**src/rtl/rv_collector_if.sv**
```systemverilog
// Handshake bundle for rv_collector: WIDTH-bit word stream in,
// COUNT*WIDTH-bit packet stream out.
interface rv_collector_if #(
    parameter int WIDTH = 4,
    parameter int COUNT = 4
);
    localparam int CW = $clog2(COUNT) + 1;

    logic                   i_VALID;
    logic                   o_READY;
    logic [WIDTH-1:0]       i_D;
    logic                   i_FLUSH;
    logic [COUNT*WIDTH-1:0] o_Q;
    logic                   o_Q_VALID;
    logic                   i_Q_READY;
    logic [CW-1:0]          o_CNT;

    modport slave (
        input  i_VALID, i_D, i_FLUSH, i_Q_READY,
        output o_READY, o_Q, o_Q_VALID, o_CNT
    );

    modport master (
        output i_VALID, i_D, i_FLUSH, i_Q_READY,
        input  o_READY, o_Q, o_Q_VALID, o_CNT
    );
endinterface

```
**src/rtl/rv_collector.sv**
```systemverilog
// Collects COUNT consecutive WIDTH-bit words into one packet and holds it
// on a READY-VALID output until the downstream block accepts it.
module rv_collector #(
    parameter int WIDTH = 4,
    parameter int COUNT = 4
) (
    input logic           i_CLK,
    input logic           i_RST,
    rv_collector_if.slave bus
);
    localparam int            CW       = $clog2(COUNT) + 1;
    localparam logic [CW-1:0] LAST_CNT = CW'(COUNT - 1);
    localparam logic [CW-1:0] FULL_CNT = CW'(COUNT);

    typedef enum logic [1:0] {
        S_COLLECT = 2'b01,
        S_FULL    = 2'b10
    } state_e;

    state_e                 state_q, state_d;
    logic [CW-1:0]          cnt_q, cnt_d;
    logic [COUNT*WIDTH-1:0] q_q, q_d;

    // NOTE: every always_comb target is given its hold value first, so no branch can infer a latch.
    always_comb begin
        state_d = state_q;
        cnt_d   = cnt_q;
        q_d     = q_q;
        case (state_q)
            S_COLLECT: begin
                // Flush wins over a word offered in the same cycle; o_Q is left stale.
                if (bus.i_FLUSH) begin
                    cnt_d = '0;
                end else if (bus.i_VALID) begin
                    for (int k = 0; k < COUNT; k++) begin
                        if (cnt_q == CW'(k)) q_d[k*WIDTH +: WIDTH] = bus.i_D;
                    end
                    if (cnt_q == LAST_CNT) begin
                        state_d = S_FULL;
                        cnt_d   = FULL_CNT;
                    end else begin
                        cnt_d = cnt_q + CW'(1);
                    end
                end
            end
            S_FULL: begin
                if (bus.i_Q_READY) begin
                    state_d = S_COLLECT;
                    cnt_d   = '0;
                end
            end
            default: begin
                state_d = S_COLLECT;
                cnt_d   = '0;
            end
        endcase
    end

    // NOTE: registers use non-blocking assignments so every flop samples pre-edge values.
    // NOTE: the packet register is reset along with the control state because o_Q must read 0 after reset.
    always_ff @(posedge i_CLK or posedge i_RST) begin
        if (i_RST) begin
            state_q <= S_COLLECT;
            cnt_q   <= '0;
            q_q     <= '0;
        end else begin
            state_q <= state_d;
            cnt_q   <= cnt_d;
            q_q     <= q_d;
        end
    end

    // Handshake outputs decode the state register only; reset masks READY.
    assign bus.o_READY   = (state_q == S_COLLECT) && !i_RST;
    assign bus.o_Q_VALID = (state_q == S_FULL);
    assign bus.o_Q       = q_q;
    assign bus.o_CNT     = cnt_q;
endmodule
```
**src/flat_wrapper.sv**
```systemverilog
// flat-port wrapper written by rule: the top's interface ports become plain ports
module rv_collector_flat 
#(
    parameter int WIDTH = 4,
    parameter int COUNT = 4
)
  (i_CLK, i_RST, bus_i_VALID, bus_i_D, bus_i_FLUSH, bus_i_Q_READY, bus_o_READY, bus_o_Q, bus_o_Q_VALID, bus_o_CNT);
  rv_collector_if #(.WIDTH(WIDTH), .COUNT(COUNT)) bus_i ();
  input logic i_CLK;
  input logic i_RST;
  input wire logic [$bits(bus_i.i_VALID)-1:0] bus_i_VALID;
  input wire logic [$bits(bus_i.i_D)-1:0] bus_i_D;
  input wire logic [$bits(bus_i.i_FLUSH)-1:0] bus_i_FLUSH;
  input wire logic [$bits(bus_i.i_Q_READY)-1:0] bus_i_Q_READY;
  output wire logic [$bits(bus_i.o_READY)-1:0] bus_o_READY;
  output wire logic [$bits(bus_i.o_Q)-1:0] bus_o_Q;
  output wire logic [$bits(bus_i.o_Q_VALID)-1:0] bus_o_Q_VALID;
  output wire logic [$bits(bus_i.o_CNT)-1:0] bus_o_CNT;
  assign bus_i.i_VALID = bus_i_VALID;
  assign bus_i.i_D = bus_i_D;
  assign bus_i.i_FLUSH = bus_i_FLUSH;
  assign bus_i.i_Q_READY = bus_i_Q_READY;
  assign bus_o_READY = bus_i.o_READY;
  assign bus_o_Q = bus_i.o_Q;
  assign bus_o_Q_VALID = bus_i.o_Q_VALID;
  assign bus_o_CNT = bus_i.o_CNT;
  rv_collector #(.WIDTH(WIDTH), .COUNT(COUNT)) u_core (.i_CLK(i_CLK), .i_RST(i_RST), .bus(bus_i));
endmodule
```
**config.mk**
```make
export PLATFORM = sky130hd
export DESIGN_NAME = rv_collector_flat
export DESIGN_NICKNAME = d
export VERILOG_FILES = /design/src/rtl/rv_collector_if.sv /design/src/rtl/rv_collector.sv /design/src/flat_wrapper.sv
export SDC_FILE = /design/constraint.sdc
export NUM_CORES = 1
export LEC_CHECK = 0
export ABC_AREA = 1
export CAP_MARGIN = 0
export CORE_MARGIN = 4
export CORE_UTILIZATION = 46
export CTS_BUF_LIST = sky130_fd_sc_hd__clkbuf_16
export CTS_CLUSTER_SIZE = 10
export DETAILED_ROUTE_END_ITERATION = 8
export GPL_TIMING_DRIVEN = 0
export PLACE_DENSITY = 0.78
export SETUP_SLACK_MARGIN = 0.02
export SYNTH_ARGS = -nofsm -noshare
export SYNTH_HDL_FRONTEND = slang
export SYNTH_SLANG_ARGS = --single-unit
```
**constraint.sdc**
```tcl
create_clock -name i_CLK -period 1.55 [get_ports i_CLK]
set_input_delay 0.155 -clock i_CLK [delete_from_list [all_inputs] [get_ports i_CLK]]
set_output_delay 0.155 -clock i_CLK [all_outputs]
set_load 0.02 [all_outputs]
```
==> impl_metrics.env <==
export IMPL_status="completed"
export IMPL_start_util=0.4786
export IMPL_clock_path_buffers=2
export IMPL_period_share=0.9435
export IMPL_rsz0062_at_grt="no"
export IMPL_rows=17
export IMPL_fp_dieH_um=55.74
export IMPL_finalPower_w=0.002421
export IMPL_slew_viol_final=0
export IMPL_place_congestion=0.8136
export IMPL_cts_root_buf="clkbuf_16"
export IMPL_slowest_delay_ns=0.64
export IMPL_finalSetupTns_ns=0
export IMPL_cts_sinks=21
export IMPL_htreeDepth=1
export IMPL_cts_buffers=3
export IMPL_ys_ff_latch=21
export IMPL_utilization=0.6608
export IMPL_worst_slew_pin_slew_ns=0.7676
export IMPL_crit_slowest_cell="clkdlybuf4s50_1"
export IMPL_io_pins=30
export IMPL_dpl_worst_slack_ns=0.004839
export IMPL_syn_area_um2=1049
export IMPL_synthCells=126
export IMPL_grt_max_degree=22
export IMPL_relSlewSlack=0.4877
export IMPL_route_vias_total=922
export IMPL_finalWorstSetupSlack_ns=0.08764
export IMPL_critPathLaunchType="flop"
export IMPL_hold_buffers=0
export IMPL_antenna_found_initial=0
export IMPL_die_w_um=55.74
export IMPL_multi_input_area_um2=465.4
export IMPL_wl_per_cell_um=11.93
export IMPL_syn2layout_area_growth_pct=38.07
export IMPL_cts_tree="built"
export IMPL_die_area_um2=3107
export IMPL_cp_depth=1
export IMPL_fin_crit_ns=1.462
export IMPL_critPathKind="reg -> out"
export IMPL_gr_total_overflow=0
export IMPL_crit_buf_inv=1
export IMPL_fmax_mhz=683.8
export IMPL_worstPathCellList="clkdlybuf4s50_1"
export IMPL_first_pass_iters=4
export IMPL_yosysWarnings=0
export IMPL_grt_pass1_wl_mm=3.953
export IMPL_place_area_um2=1374
export IMPL_viasPerCell=4.930
export IMPL_max_cap_violations=0
export IMPL_crit_start="u_core.bus.o_CNT[1]"
export IMPL_crit_path_end_kind="output port"
export IMPL_clk_pin_slew_ns=0.06
export IMPL_dr_first_iter_drc_count=26
export IMPL_hp_class="in -> async"
export IMPL_setup_viol=0
export IMPL_grtUsageTotal=0.1602
export IMPL_synthesis_nets=140
export IMPL_r2r_start="u_core.bus.o_CNT[0]"
export IMPL_port_buffers=29
export IMPL_design_core_area_um2=2191
export IMPL_diodes=0
export IMPL_post_cts_setup_buffers=0
export IMPL_rr_worst_depth=5
export IMPL_synth_cell_types=15
export IMPL_drive_gt1_frac=0.1069
export IMPL_ys_seq_area_frac=0.5024
export IMPL_clock_skew_final_ns=0.004314
export IMPL_finalHoldViolations=0
export IMPL_required_ns=1.39
export IMPL_p_leak_nw=0.7496
export IMPL_critPathMaxFanout=5
export IMPL_syn_avg_cell_area_um2=8.321
export IMPL_dp_hpwl_mm=1.700
export IMPL_clkLatencyLatePin_ns=0.25
export IMPL_drcViolationCount=0
export IMPL_n_fill_cell=181
export IMPL_regArea_um2=526.8
export IMPL_grt_pass1_vias=926
export IMPL_finalWirelength_mm=2.230
export IMPL_antenna_left=0
export IMPL_peakVddDrop_v=0.0008812
export IMPL_nNetsFinal=174
export IMPL_critical_path_arrival_ns=1.31
export IMPL_powerDensity_nw_per_um2=1673
export IMPL_path_delay_family="buffers and inverters"
export IMPL_design_area_um2=1448
-- final cells by class --
type / instances / share of cell area
Buffer: 1 / 0.007779
Clock buffer: 3 / 0.05186
Clock inverter: 1 / 0.003457
Inverter: 12 / 0.03111
Multi-Input combinational cell: 92 / 0.3215
Sequential cell: 21 / 0.3639
Tap cell: 28 / 0.02420
Timing Repair Buffer: 29 / 0.1962
-- cell usage in the layout, fill, tap and decap left out --
| master | netlist | final |
|---|---|---|
| dlygate4sd2_1 | 0 | 1 |
| nand3b_1 | 1 | 1 |
| nor2_1 | 6 | 6 |
| clkinv_2 | 0 | 1 |
| dfstp_2 | 1 | 1 |
| inv_1 | 11 | 11 |
| clkbuf_2 | 0 | 1 |
| clkdlybuf4s50_1 | 0 | 27 |
| nand2_1 | 55 | 55 |
| nand3_1 | 15 | 15 |
| nor2_2 | 2 | 2 |
| nand2_4 | 1 | 1 |
| dfrtp_1 | 20 | 20 |
| clkbuf_16 | 0 | 3 |
| nand2_2 | 1 | 1 |
| nor3_1 | 1 | 1 |
| ha_1 | 5 | 5 |
| nor2_4 | 5 | 5 |
| buf_6 | 1 | 1 |
| inv_2 | 1 | 1 |
-- power breakdown --
part / switching, W / leakage, nW / internal, W
Clock: 0.000190 / 0.0409 / 0.000346
Combinational: 0.000555 / 0.441 / 0.000471
Sequential: 0.000115 / 0.268 / 0.000744
Total: 0.000860 / 0.750 / 0.00156
-- path summary, 6_finish.rpt --
check | to | slack (ns)
max | bus_o_CNT[1] | 0.09
min | u_core.bus.o_CNT[2] | 0.38
max reg2reg | u_core.bus.o_CNT[2] | 0.25
min reg2reg | u_core.bus.o_Q[7] | 0.47
max in group asynchronous | u_core.bus.o_Q[0] | 0.69
min in group i_CLK | u_core.bus.o_Q[7] | 0.47
-- timing repair --
action | in CTS | in global routing
setup endpoints to repair | 2 | 1
resized for setup | 2 | 2
pin swaps | 0 | 0
-- through the flow --
| step | std cells | hold WS, ns |
|---|---|---|
| finish | 187 | 0.3765 |
| detailed placement | 183 | 0.4588 |
| global placement | 183 | 0.4563 |
| global route | 187 | 0.4848 |
| floorplan | 126 | 0.1308 |
| CTS | 187 | 0.4140 |
-- registers in the layout (all words and copies together), names as in the netlist --
register / count
u_core.bus.o_Q: 16
u_core.state_q: 2
u_core.bus.o_CNT: 3
-- Yosys cell counts --
cell / instances / area share
buf_6: 1 / 0.011
dfrtp_1: 20 / 0.48
dfstp_2: 1 / 0.025
ha_1: 5 / 0.060
inv_1: 11 / 0.039
inv_2: 1 / 0.0036
nand2_1: 55 / 0.20
nand2_2: 1 / 0.0060
nand2_4: 1 / 0.011
nand3_1: 15 / 0.072
nand3b_1: 1 / 0.0072
nor2_1: 6 / 0.021
nor2_2: 2 / 0.012
nor2_4: 5 / 0.054
nor3_1: 1 / 0.0048
-- cells by family (layout without fill, tap and decap cells) --
group	after synthesis	after routing	synth area share
DFF	21	21	0.5024
buffers and inverters	13	46	0.05370
adders and majority gates	5	5	0.05967
and+or+nand+nor	87	87	0.3842
-- routing by layer --
metal  vias to the layer above  global-route usage  share of wire
li1                        453                   -              -
met1                       432              0.1912           0.42
met2                        30              0.2635           0.49
met3                         7             0.03944          0.065
met4                         0             0.08681          0.026
met5                         -                   0              0
(Power assumes the default switching activity.)
==> RTL edit 1: new RTL, same flow settings <==
Reset style: synchronous (`i_RST`), changed in one clocked block.
--- a/src/rtl/rv_collector.sv
+++ b/src/rtl/rv_collector.sv
@@ -58,7 +58,7 @@
 
     // NOTE: registers use non-blocking assignments so every flop samples pre-edge values.
     // NOTE: the packet register is reset along with the control state because o_Q must read 0 after reset.
-    always_ff @(posedge i_CLK or posedge i_RST) begin
+    always_ff @(posedge i_CLK) begin
         if (i_RST) begin
             state_q <= S_COLLECT;
             cnt_q   <= '0;
Formal check against the unedited RTL: differs if i_RST is asserted again (counterexample within 4 cycles, from zero or initial values and one cycle with i_RST high); with i_RST held inactive, the same outputs for 10 cycles.
==> RTL edit 1 against the original RTL <==
Area after synthesis shrank 8.1%; sequential cell count unchanged; global-route usage shrank 0.33 points; design area decreased by 5.8%; clock skew shrank 0.0028 ns; worst setup slack improved by 0.024 ns; wire length shrank 14%; highest routed layer unchanged.
Power is not compared: it rests on default switching activity, and its combinational part moved more than twofold at a synthesized area within 25%.
==> RTL edit 1: results (changes against the original RTL) <==
Global routing
  – Initial antenna violation count: 0 (unchanged)
  – Vias in the first global route: 834 (was 926)
  – First-pass GRT wire length: 3.353 mm (was 3.953 mm)
  – Maximum number of pins on one net before global-route repair: 12 (was 22)
  – GRT Overall Usage: 0.1570 (was 0.1602)

Synth
  – Post-synth top cells: nor2_1, nand2_1, dfxtp_1 (was nand2_1, dfrtp_1, nand3_1)
  – Prevailing post-synth register cell: dfxtp_1 (was dfrtp_1)
  – Sequential fraction of the synthesis area: 0.4364 (was 0.5024)
  – Syn_nets: 149 (was 140)
  – Async S/R FF share, synth: 0 (was 1.000)
  – Top cells by area, synth: dfxtp_1, nor2_1, nand2_1 (was dfrtp_1, nand2_1, nand3_1)

Clocking
  – Clock buffer depth: 2 (unchanged)
  – Resized cells post-CTS: 2 (unchanged)

Worst hold path
  – Hold endpoint: u_core.bus.o_Q[4]
  – Worst hold path type: reg -> reg (was in -> async)

Critical path
  – Arrival time worst endpoint: 1.28 ns (was 1.31 ns)
  – Critical path origin: u_core.bus.o_CNT[0] (was u_core.bus.o_CNT[1])
  – Worst reg2reg path depth: 5 (unchanged)
  – Crit Reg-Reg Endpoint: u_core.bus.o_Q[14] (was u_core.bus.o_CNT[2])

Layout
  – Number of flip-flops in the largest register: 16 (unchanged)
  – NumNets Final: 183 (was 174)
  – Layout cells sized above 1: 0.07738 (was 0.1069)

Timing
  – Minimum hold slack: 0.4770 ns (was 0.3765 ns)
  – Worst-margin pin slew: 0.2371 ns (was 0.7676 ns)
  – Clk_skew: 0.001559 ns (was 0.004314 ns)

Drt
  – Detailed-route via count: 868 (was 922)
  – Initial DRC count: 9 (was 26)
  – DR WL/cell: 9.810 um (was 11.93 um)

Pwr
  – Leakage Power: approximately 0.6 nW
  – Sw frac: 0.2201
  – Max VDD drop: ~0.55 mV

Outcome
  – Outcome: finished clean (unchanged)

Placed design
  – Hpwl dp: 1.526 mm (was 1.700 mm)
  – GP Congestion: 0.8730 (was 0.8136)
RTL edit 1: layer usage:
| layer | part of all wire | wire length, um | GRT usage |
|---|---|---|---|
| met5 | 0 | 0 | 0 |
| met3 | 0.060 | 114 | 0.03878 |
| met1 | 0.45 | 860 | 0.1788 |
| met4 | 0.011 | 21 | 0.06383 |
| met2 | 0.48 | 917 | 0.2762 |
RTL edit 1: power by group through the flow:
stage	Clock (mW)	Combinational, mW	Sequential (mW)
CTS	0.531	0.170	0.568
detailed placement	0	0.170	0.579
global route	0.558	0.185	0.569
finish	0.516	0.168	0.568
floorplan	0	0.0761	0.599
global placement	0	0.168	0.578
RTL edit 1: how the worst max path moves through the flow:
stage | endpoint | depth (start not counted)
global route | bus_o_READY | 4
floorplan | u_core.bus.o_CNT[2] | 7
detailed placement | bus_o_READY | 3
CTS | bus_o_CNT[0] | 1
finish | bus_o_CNT[0] | 1
global placement | bus_o_READY | 3
RTL edit 1: through the flow:
step / power (mW) / instances / setup slack, ns / util / cell area [um^2]
2_1_floorplan: 0.6751 / 135 / 0.2570 / - / 963.4
3_3_place_gp: 0.7465 / 191 / 0.02181 / 0.6496 / 1287
3_5_place_dp: 0.7488 / 191 / 0.03235 / 0.6496 / 1287
4_1_cts: 1.269 / 195 / 0.09236 / 0.6881 / 1364
5_1_grt: 1.313 / 195 / 0.03102 / 0.6881 / 1364
6_report: 1.252 / 195 / 0.1112 / 0.6881 / 1364
RTL edit 1: final cells by class:
| class | count | area (um^2) |
|---|---|---|
| Sequential cell | 21 | 420.4 |
| Multi-Input combinational cell | 98 | 481.7 |
| Tap cell | 27 | 33.78 |
| Inverter | 15 | 56.30 |
| Buffer | 1 | 5.005 |
| Timing Repair Buffer | 29 | 287.8 |
| Clock buffer | 3 | 75.07 |
| Clock inverter | 1 | 3.754 |
| Fill cell | 164 | 618.1 |
RTL edit 1: cells by family (layout without fill, tap and decap cells):
kind of cell               after synthesis  in the layout  share of synthesized area
buffers and inverters                   16             49                    0.06363
AOI/OAI and AO/OA                        8              8                    0.04156
and+or+nand+nor                         85             85                     0.3935
DFF                                     21             21                     0.4364
adders and majority gates                5              5                    0.06494
==> RTL edit 2: new RTL, config.mk and constraints unchanged <==
Made on the original files. `COUNT` is set to 4 in 3 places; all go to 8.
--- a/src/rtl/rv_collector_if.sv
+++ b/src/rtl/rv_collector_if.sv
@@ -2,7 +2,7 @@
 // COUNT*WIDTH-bit packet stream out.
 interface rv_collector_if #(
     parameter int WIDTH = 4,
-    parameter int COUNT = 4
+    parameter int COUNT = 8
 );
     localparam int CW = $clog2(COUNT) + 1;
 
--- a/src/rtl/rv_collector.sv
+++ b/src/rtl/rv_collector.sv
@@ -2,7 +2,7 @@
 // on a READY-VALID output until the downstream block accepts it.
 module rv_collector #(
     parameter int WIDTH = 4,
-    parameter int COUNT = 4
+    parameter int COUNT = 8
 ) (
     input logic           i_CLK,
     input logic           i_RST,
--- a/src/flat_wrapper.sv
+++ b/src/flat_wrapper.sv
@@ -2,7 +2,7 @@
 module rv_collector_flat 
 #(
     parameter int WIDTH = 4,
-    parameter int COUNT = 4
+    parameter int COUNT = 8
 )
   (i_CLK, i_RST, bus_i_VALID, bus_i_D, bus_i_FLUSH, bus_i_Q_READY, bus_o_READY, bus_o_Q, bus_o_Q_VALID, bus_o_CNT);
   rv_collector_if #(.WIDTH(WIDTH), .COUNT(COUNT)) bus_i ();
Ports: changed (resized bus_o_CNT and bus_o_Q); port bits go from 30 to 47. No check against the original RTL was run, so the function may have changed too.
==> RTL edit 2 against the original RTL <==
Worst setup slack worse by 0.0067 ns; critical endpoint is now bus_o_CNT[3]; sequential cell count grew 17; area after synthesis increased by 79%; synthesized cell count up 79%; total power grew 17%; highest routed layer unchanged; clock skew hardly changed; wire length grew 84%; global-route usage increased by 1.5 points; design area increased by 72%.
==> RTL edit 2: results (changes against the original RTL) <==
Global routing
  – First-pass GRT wire length: 7.017 mm (was 3.953 mm)
  – Vias in the first global route: 1,483 (was 926)
  – Met3 GRT Util: 0.05263 (was 0.03944)
  – GRT Overall Usage: 0.1750 (was 0.1602)
  – M2 GR Usage: 0.2663 (was 0.2635)
  – Maximum number of pins on one net before global-route repair: 39 (was 22)

Critical path
  – Crit path max fanout: 4 (was 5)
  – Reg2reg setup slack: 0.21 ns (was 0.25 ns)
  – Critical path origin: u_core.bus.o_CNT[3] (was u_core.bus.o_CNT[1])
  – Crit path capture: bus_o_CNT[3] (was bus_o_CNT[1])

Worst hold path
  – Worst hold path type: in -> reg (was in -> async)

Clocking
  – H-tree depth: 2 (was 1)
  – Resized cells post-CTS: 7 (was 2)
  – Inserted Clock Buffers: 5 (was 3)

Drt
  – Metal2 WL: 1.989 mm (was 1.091 mm)
  – Routed met1 length: 1.822 mm (was 936 um)
  – Via density: 5.015 (was 4.930)
  – WL met3: 243 um (was 144 um)
  – Initial DRC count: 109 (was 26)

Outcome
  – Outcome: finished clean (unchanged)

Timing
  – Clk_skew: 0.004411 ns (was 0.004314 ns)

Layout
  – Number of flip-flops in the largest register: 32 (was 16)
  – NumNets Final: 288 (was 174)
  – Inverters: 20 (was 12)
  – Register area: 954.7 um^2 (was 526.8 um^2)
  – Layout cells sized above 1: 0.1491 (was 0.1069)
  – Clock-cell share: 0.05438 (was 0.05532)
  – Non-clock buffers: 50 (was 30)
  – Buffer share of cell area: 0.1863 (was 0.2040)

Synth
  – Sequential fraction of the synthesis area: 0.5067 (was 0.5024)
  – Count of cell types in the netlist: 21 (was 15)
  – Top cells by area, synth: dfrtp_1, nand2_1, nand3_1 (unchanged)
  – Post-synth top cells: nand2_1, nand3_1, dfrtp_1 (was nand2_1, dfrtp_1, nand3_1)
  – Syn_nets: 239 (was 140)

Placed design
  – Port bufs: 42 (was 29)
  – Hpwl dp: 3.067 mm (was 1.700 mm)
  – Post-Place Setup Slack: -0.007421 ns (was 0.004839 ns)

Pwr
  – Psw: 817.6 uW (was 860.3 uW)
  – Max VDD drop: 0.8182 mV (was 0.8812 mV)
==> RTL edit 2: per-stage QoR <==
stage	utilization	setup TNS (ns)	instance area, um^2	power [mW]	hold WS [ns]
2_1_floorplan	-	0	1879	1.569	0.3163
3_3_place_gp	0.6212	-10.97	2360	1.902	0.4553
3_5_place_dp	0.6212	-0.007421	2360	1.920	0.4584
4_1_cts	0.6565	0	2494	2.869	0.2090
5_1_grt	0.6542	0	2485	2.982	0.2223
6_report	0.6542	0	2485	2.829	0.2167
==> RTL edit 2: power groups by stage <==
stage                     logic, mW  clock network, mW  registers, mW
final                         0.689              0.929           1.21
after global routing          0.744               1.01           1.23
after CTS                     0.700              0.962           1.21
after detailed placement      0.699                  0           1.22
after global placement        0.681                  0           1.22
after floorplan               0.193                  0           1.38
==> RTL edit 2: cell families (layout without fill, tap and decap cells) <==
group,after synthesis,count (layout),synth area share
simple gates,152,152,0.3868
flops,38,38,0.5067
buf+inv,28,77,0.06924
fa+ha+maj,4,4,0.02663
compound gates,4,4,0.01065
